`config.mk`:
```
export PLATFORM = sky130hd
export DESIGN_NAME = fifo_arbiter
export DESIGN_NICKNAME = d
export VERILOG_FILES = /design/src/rtl/fifo_arbiter.sv
export SDC_FILE = /design/constraint.sdc
export NUM_CORES = 1
export LEC_CHECK = 0
export ABC_CLOCK_PERIOD_IN_PS = 2200
export BUFFER_PORTS_ARGS = -buffer_cell sky130_fd_sc_hd__buf_2
export CAP_MARGIN = 20
export CORE_MARGIN = 2
export CORE_UTILIZATION = 45
export CTS_CLUSTER_DIAMETER = 40
export DETAILED_ROUTE_END_ITERATION = 8
export GPL_TIMING_DRIVEN = 0
export PLACE_DENSITY = 0.76
export SYNTH_ARGS = -nofsm -noshare
export SYNTH_HDL_FRONTEND = slang
export SYNTH_SLANG_ARGS = --single-unit
```
`constraint.sdc`:
```
create_clock -name clk -period 2.2 [get_ports clk]
set_input_delay 0.11 -clock clk [delete_from_list [all_inputs] [get_ports clk]]
set_output_delay 0.11 -clock clk [all_outputs]
set_load 0.02 [all_outputs]
```
`src/rtl/fifo_arbiter.sv`:
```
// Four-port packet arbiter feeding a downstream fifo write port.
// Round-robin grant per packet, registered output stage, idle timeout on a stalled grant.
//
// state  | meaning
// IDLE   | no grant held; arbitrate among requesting ports
// LOCKED | grant held until a last word is transferred or the idle timeout expires
module fifo_arbiter #(
  parameter int width   = 8,
  parameter int timeout = 16
) (
  input  logic             clk,
  input  logic             rst,
  input  logic [width-1:0] in0_data,
  input  logic [width-1:0] in1_data,
  input  logic [width-1:0] in2_data,
  input  logic [width-1:0] in3_data,
  input  logic             in0_last,
  input  logic             in1_last,
  input  logic             in2_last,
  input  logic             in3_last,
  input  logic             in0_stb,
  input  logic             in1_stb,
  input  logic             in2_stb,
  input  logic             in3_stb,
  output logic             in0_ack,
  output logic             in1_ack,
  output logic             in2_ack,
  output logic             in3_ack,
  output logic [width-1:0] out_data,
  output logic             out_last,
  output logic             out_stb,
  input  logic             out_ack,
  output logic [1:0]       grant,
  output logic             locked,
  output logic             timeout_err
);

  typedef enum logic {
    IDLE   = 1'b0,
    LOCKED = 1'b1
  } state_t;

  localparam logic [15:0] timeout_last = 16'(timeout - 1);

  state_t                  state;
  state_t                  state_next;
  logic [3:0][width-1:0]   port_data;
  logic [3:0]              port_stb;
  logic [3:0]              port_last;
  logic [3:0]              port_ack;
  logic [1:0]              last_grant;
  logic [1:0]              pick;
  logic                    pick_valid;
  logic [15:0]             idle_cnt;
  logic [width-1:0]        sel_data;
  logic                    sel_stb;
  logic                    sel_last;
  logic                    ack_en;
  logic                    xfer;
  logic                    hit_timeout;
  logic                    release_grant;

  assign port_data = {in3_data, in2_data, in1_data, in0_data};
  assign port_stb  = {in3_stb, in2_stb, in1_stb, in0_stb};
  assign port_last = {in3_last, in2_last, in1_last, in0_last};

  assign sel_data = port_data[grant];
  assign sel_stb  = port_stb[grant];
  assign sel_last = port_last[grant];

  // The output register can take a word when it is empty or being drained this cycle.
  assign ack_en = (state == LOCKED) && (!out_stb || out_ack);
  assign xfer   = ack_en && sel_stb;

  // A transfer in the same cycle always beats the timeout.
  assign hit_timeout   = (state == LOCKED) && !xfer && (idle_cnt == timeout_last);
  assign release_grant = (xfer && sel_last) || hit_timeout;

  assign port_ack = ack_en ? (4'b0001 << grant) : 4'b0000;
  assign in0_ack  = port_ack[0];
  assign in1_ack  = port_ack[1];
  assign in2_ack  = port_ack[2];
  assign in3_ack  = port_ack[3];

  assign locked = (state == LOCKED);

  // Search starts one past the last grant; the port just served is considered last.
  always_comb begin
    pick       = last_grant;
    pick_valid = 1'b0;
    for (int i = 1; i <= 4; i++) begin
      if (!pick_valid && port_stb[last_grant + 2'(i)]) begin
        pick       = last_grant + 2'(i);
        pick_valid = 1'b1;
      end
    end
  end

  always_ff @(posedge clk) begin
    if (rst) begin
      state <= IDLE;
    end else begin
      state <= state_next;
    end
  end

  always_comb begin
    state_next = state;
    case (state)
      IDLE: begin
        if (pick_valid) begin
          state_next = LOCKED;
        end
      end
      LOCKED: begin
        if (release_grant) begin
          state_next = IDLE;
        end
      end
      default: state_next = IDLE;
    endcase
  end

  always_ff @(posedge clk) begin
    if (rst) begin
      grant       <= 2'd0;
      last_grant  <= 2'd3;
      idle_cnt    <= 16'd0;
      timeout_err <= 1'b0;
    end else begin
      timeout_err <= hit_timeout;
      if (state == IDLE) begin
        if (pick_valid) begin
          grant    <= pick;
          idle_cnt <= 16'd0;
        end
      end else if (xfer || hit_timeout) begin
        idle_cnt <= 16'd0;
      end else begin
        idle_cnt <= idle_cnt + 16'd1;
      end
      if (release_grant) begin
        last_grant <= grant;
      end
    end
  end

  // A consume and a new transfer on the same edge replace the word and keep out_stb high.
  always_ff @(posedge clk) begin
    if (rst) begin
      out_stb  <= 1'b0;
      out_last <= 1'b0;
      out_data <= '0;
    end else if (xfer) begin
      out_stb  <= 1'b1;
      out_last <= sel_last;
      out_data <= sel_data;
    end else if (out_stb && out_ack) begin
      out_stb <= 1'b0;
    end
  end

endmodule

```
# Word-level counts from Yosys, hierarchy flattened

Index checks and enable logic that the tools add are counted.

Reduce and logical (&&, ||, !) cells: 20
Magnitude comparators: 5
Divide/modulo/power cells: 0
Bitwise gates (word level): 1
$add $sub $neg: 4
Equal/unequal tests: 1
Multiplexer cells: 31
Shift operators: 1
Multiply operators: 0

Operator list:

| kind                    | count |
|---|---|
| $mux W16                | 3 |
| $add A16 B1 Y16 const B | 1 |
| $bmux W8 S2             | 1 |
| $eq A16 B4 Y1 const B   | 1 |
| $lt A2 B3 Y1 const B    | 5 |
| $mux W1                 | 14 |
| $bmux W1 S2             | 6 |
| $logic_and A1 B1 Y1     | 9 |
| $mux W2                 | 4 |
| $mux W8                 | 1 |
| $logic_not A1 Y1        | 5 |
| $add A2 B2 Y2 const B   | 2 |
| $mux W4                 | 1 |
| $reduce_bool A2 Y1      | 2 |
| $shl A1 B2 Y4 const A   | 1 |
| $logic_or A1 B1 Y1      | 3 |
| $add A2 B1 Y2 const B   | 1 |
| $pmux W1 S2             | 1 |
| $reduce_and A2 Y1       | 1 |
| $not A1 Y1              | 1 |

Memories kept: 0
Register bits: 32
Output and inout bits: 18
RAM bits: 0
Bits in read-only memories: 0
Latch bits: 0

# Depth between registers and ports, before layout

Depth after elaboration: 15
Mapped depth: 7
Depth with buffers taken out: 6

# Worst setup path before layout

Ideal clock, no wire load.

Path type: reg2reg
From: reg grant[0]
To: reg idle_cnt[3]
Stages on the path, launching flop included: 7
Clock period less this slack: 2082 ps
Arrival: 2007 ps
Setup time: 74 ps
Slack: 118 ps
Path buffers: 1
Required time: 2126 ps
Cell sequence: dfxtp_1 -> buf_6 -> mux4_2 -> a21o_1 -> o21bai_4 -> or3_1 -> a31oi_1

Word-level cells in the longest chain between the ends: 9

Ends and longest elaborated chain:

| what                              | RTL line | source |
|---|---|---|
| from (decl)                       | 33       | `output logic [1:0] grant,` |
| from (signal assigned)            | 134      | `grant <= pick;` |
| $bmux W1 S2 *                     | 68       | `assign sel_stb = port_stb[grant];` |
| $mux W1 (not written as such) *   | 68       |  |
| $logic_and A1 B1 Y1 *             | 73       | `assign xfer = ack_en && sel_stb;` |
| $logic_not A1 Y1                  | 76       | `assign hit_timeout = (state == LOCKED) && !xfer && (idle_cnt == timeout_last);` |
| $logic_and A1 B1 Y1 (2 in series) | 76       |  |
| $logic_or A1 B1 Y1 *              | 137      | `end else if (xfer \|\| hit_timeout) begin` |
| $mux W16 *                        | 137      |  |
| $mux W16 *                        | 132      | `if (state == IDLE) begin` |
| to (signal assigned)              | 140      | `idle_cnt <= idle_cnt + 16'd1;` |
| to (decl)                         | 54       | `logic [15:0] idle_cnt;` |

Mark *: on every way between the ends. The rest lies on a longest branch, timed or not. The select of a mux whose other input is x is not followed.
A chain may end at the register's enable or synchronous reset.

# Final worst setup path

From: reg grant[0]
To: reg idle_cnt[8]

The elaborated chain is that of the path after synthesis.

==> metrics.csv <==
metric,value,unit
status,"complete, no violations",
Iter 0 DRT Violations,94,
Final Hold Viols,0,
largest net degree at the start of global routing,11,
slew margin rel.,61.9,%
register area share after synthesis,35.4,%
Mapped Nets,254,
placed cell area,2170,um^2
Tcrit/Tclk final,94.0,%
nets,321,
GPL Wtd Cong,0.843,
post-layout util,57.6,%
number of synthesized flops with an enable pin,0,
Final ANT Viol Nets,0,
Sink Count,32,
most frequent cells after synthesis,"nand2_1, dfxtp_1, a21oi_1, nor2_1, mux4_2",
first-pass GRT wire length,7600,um
Max Fclk,484,MHz
TritonCTS clock tree,yes,
Worst Tran Pin Value,0.566,ns
PnR Total Power,1.40,mW
drt pass-1 iters,4,
Post-route DRC,0,
Mapped Area,1810,um^2
die area,4550,um^2
Synth Flop Type,dfxtp_1,
"Slew Viols, Final",0,
number of global-route vias before repair,1731,
"Design Area, Final",2270,um^2
yosys warns,0,
area grow syn2layout,25.3,%
DRT Wirelength,4360,um
#FFs+latches synth,32,
"count leader, synth",nand2_1,
Worst setup EP type,flip-flop,
Final min period,2.07,ns
clock transition at the registers of the reported paths,0.07,ns
Finished Layout Cells,328,
class of the worst hold path,in -> reg,
clock buffer depth,2,
maxcap violations,0,
CP arrival,2.28,ns
"worst slack, placed",0.102,ns
FP Rows,23,
Final WS setup,0.132,ns
clock latency on the worst-skew pair,0.29,ns
Top-Level Pins,61,
Root Buffer,clkbuf_8,
Vias,1793,
ys async rst share,0,%
TritonCTS Buffers,5,
# H-tree levels,2,
n_diodes,0,
cts hold-fix bufs,0,
synthesized instance count,210,
worst-path maximum fanout,7,
antenna violations before repair,0,
chip height,67.5,um
largest area contributor in the netlist,dfxtp_1,
Setup Crit Path Kind,reg -> reg,
core area,3940,um^2
Die Wd,67.5,um
port bufs,60,
total negative slack,0,ns
"Setup violations, final",0,
ranking of synthesized cells by area,"dfxtp_1, mux4_2, nand2_1",
drt via density,5.47,
maximum VDD drop,0.000346,V
WHS,0.188,ns
share of layout cells above drive strength 1,29.9,%
RSZ-0062 raised after global routing,false,
CP required,2.41,ns
Leakage,0.928,nW
Inst Count DP,320,
starting density of the core,46.0,%
routed length per instance,13.3,um
dpl hpwl,3380,um
pwr dens,616,nW/um^2
CP Launch Type,flip-flop,
Syn Area/Cell,8.63,um^2
remaining global-route overflow,0,
clk_skew,0.00500,ns
GR Util All Layers,22.2,%
count of cell types in the netlist,42,
area share of the largest cell type after synthesis,35.4,%
final timing paths:
path,start,endpoint,slack [ns],cells after the start
setup / recovery,grant[0],idle_cnt[8],0.13,6
hold / removal,in3_stb,grant[1],0.19,3
setup reg to reg,grant[0],idle_cnt[8],0.13,6
hold reg to reg,out_data[2],out_data[2],0.45,2
worst max-delay path: stages (launching register included):
cell      delay (ns)
dfxtp_1         0.34
buf_6           0.15
mux4_2          0.57
a21o_1          0.23
o21bai_4        0.20
or3_1           0.35
a31oi_1         0.15
cell usage in the layout, fill, tap and decap left out, drive strengths merged, types with 5 or more instances in the layout:
cell type / synthesis / layout
nand4: 5 / 5
dfxtp: 32 / 32
nor4: 5 / 5
a31oi: 7 / 7
nand2: 34 / 34
and2: 5 / 5
nand3: 9 / 9
clkbuf: 7 / 15
or3: 5 / 5
nor2: 14 / 14
buf: 5 / 65
inv: 5 / 5
a21oi: 19 / 19
mux4: 10 / 10
layout make-up:
type	count	area [um^2]
Inverter	5	18.8
Timing Repair Buffer	61	308
Buffer	11	57.6
Fill cell	377	1670
Tap cell	50	62.6
Multi-Input combinational cell	161	1090
Clock buffer	8	90.1
Sequential cell	32	641
repair_timing:
item / 4_1_cts / 5_1_grt
setup endpoints to repair: 0 / 10
setup buffers: 0 / 1
gates resized for setup: 0 / 1
per-layer routing:
| layer | track usage (%) | share of wire (%) | vias up | routed length, um |
|---|---|---|---|---|
| met4 | 10.5 | 2.0 | 0 | 89 |
| met3 | 3.67 | 2.9 | 8 | 128 |
| met2 | 38.1 | 49 | 27 | 2140 |
| met1 | 27.2 | 46 | 846 | 2010 |
| li1 | - | - | 912 | - |
| met5 | 0 | 0 | - | 0 |
flip-flops by register name, summed over array words and instances (netlist names):
| signal | flops |
|---|---|
| out_last | 1 |
| out_data | 8 |
| last_grant | 2 |
| grant | 2 |
| timeout_err | 1 |
| locked | 1 |
| out_stb | 1 |
| idle_cnt | 16 |
report_power, final:
part | internal (mW) | total (mW) | switching [mW] | leakage [nW]
sequential | 0.605 | 0.626 | 0.0205 | 0.260
combinational | 0.142 | 0.305 | 0.163 | 0.622
clock | 0.255 | 0.469 | 0.214 | 0.0455
cell families after synthesis:
group                    count (synthesis)  share of synthesized area [%]
buffers and inverters                   17                           4.28
multiplexers                            12                           13.5
AO/OA/AOI/OAI                           48                           18.1
AND/OR/NAND/NOR                        100                           28.0
adder cells (fa/ha/maj)                  1                          0.690
flip-flops                              32                           35.4
Note: power is estimated with default switching activity, not from simulation.
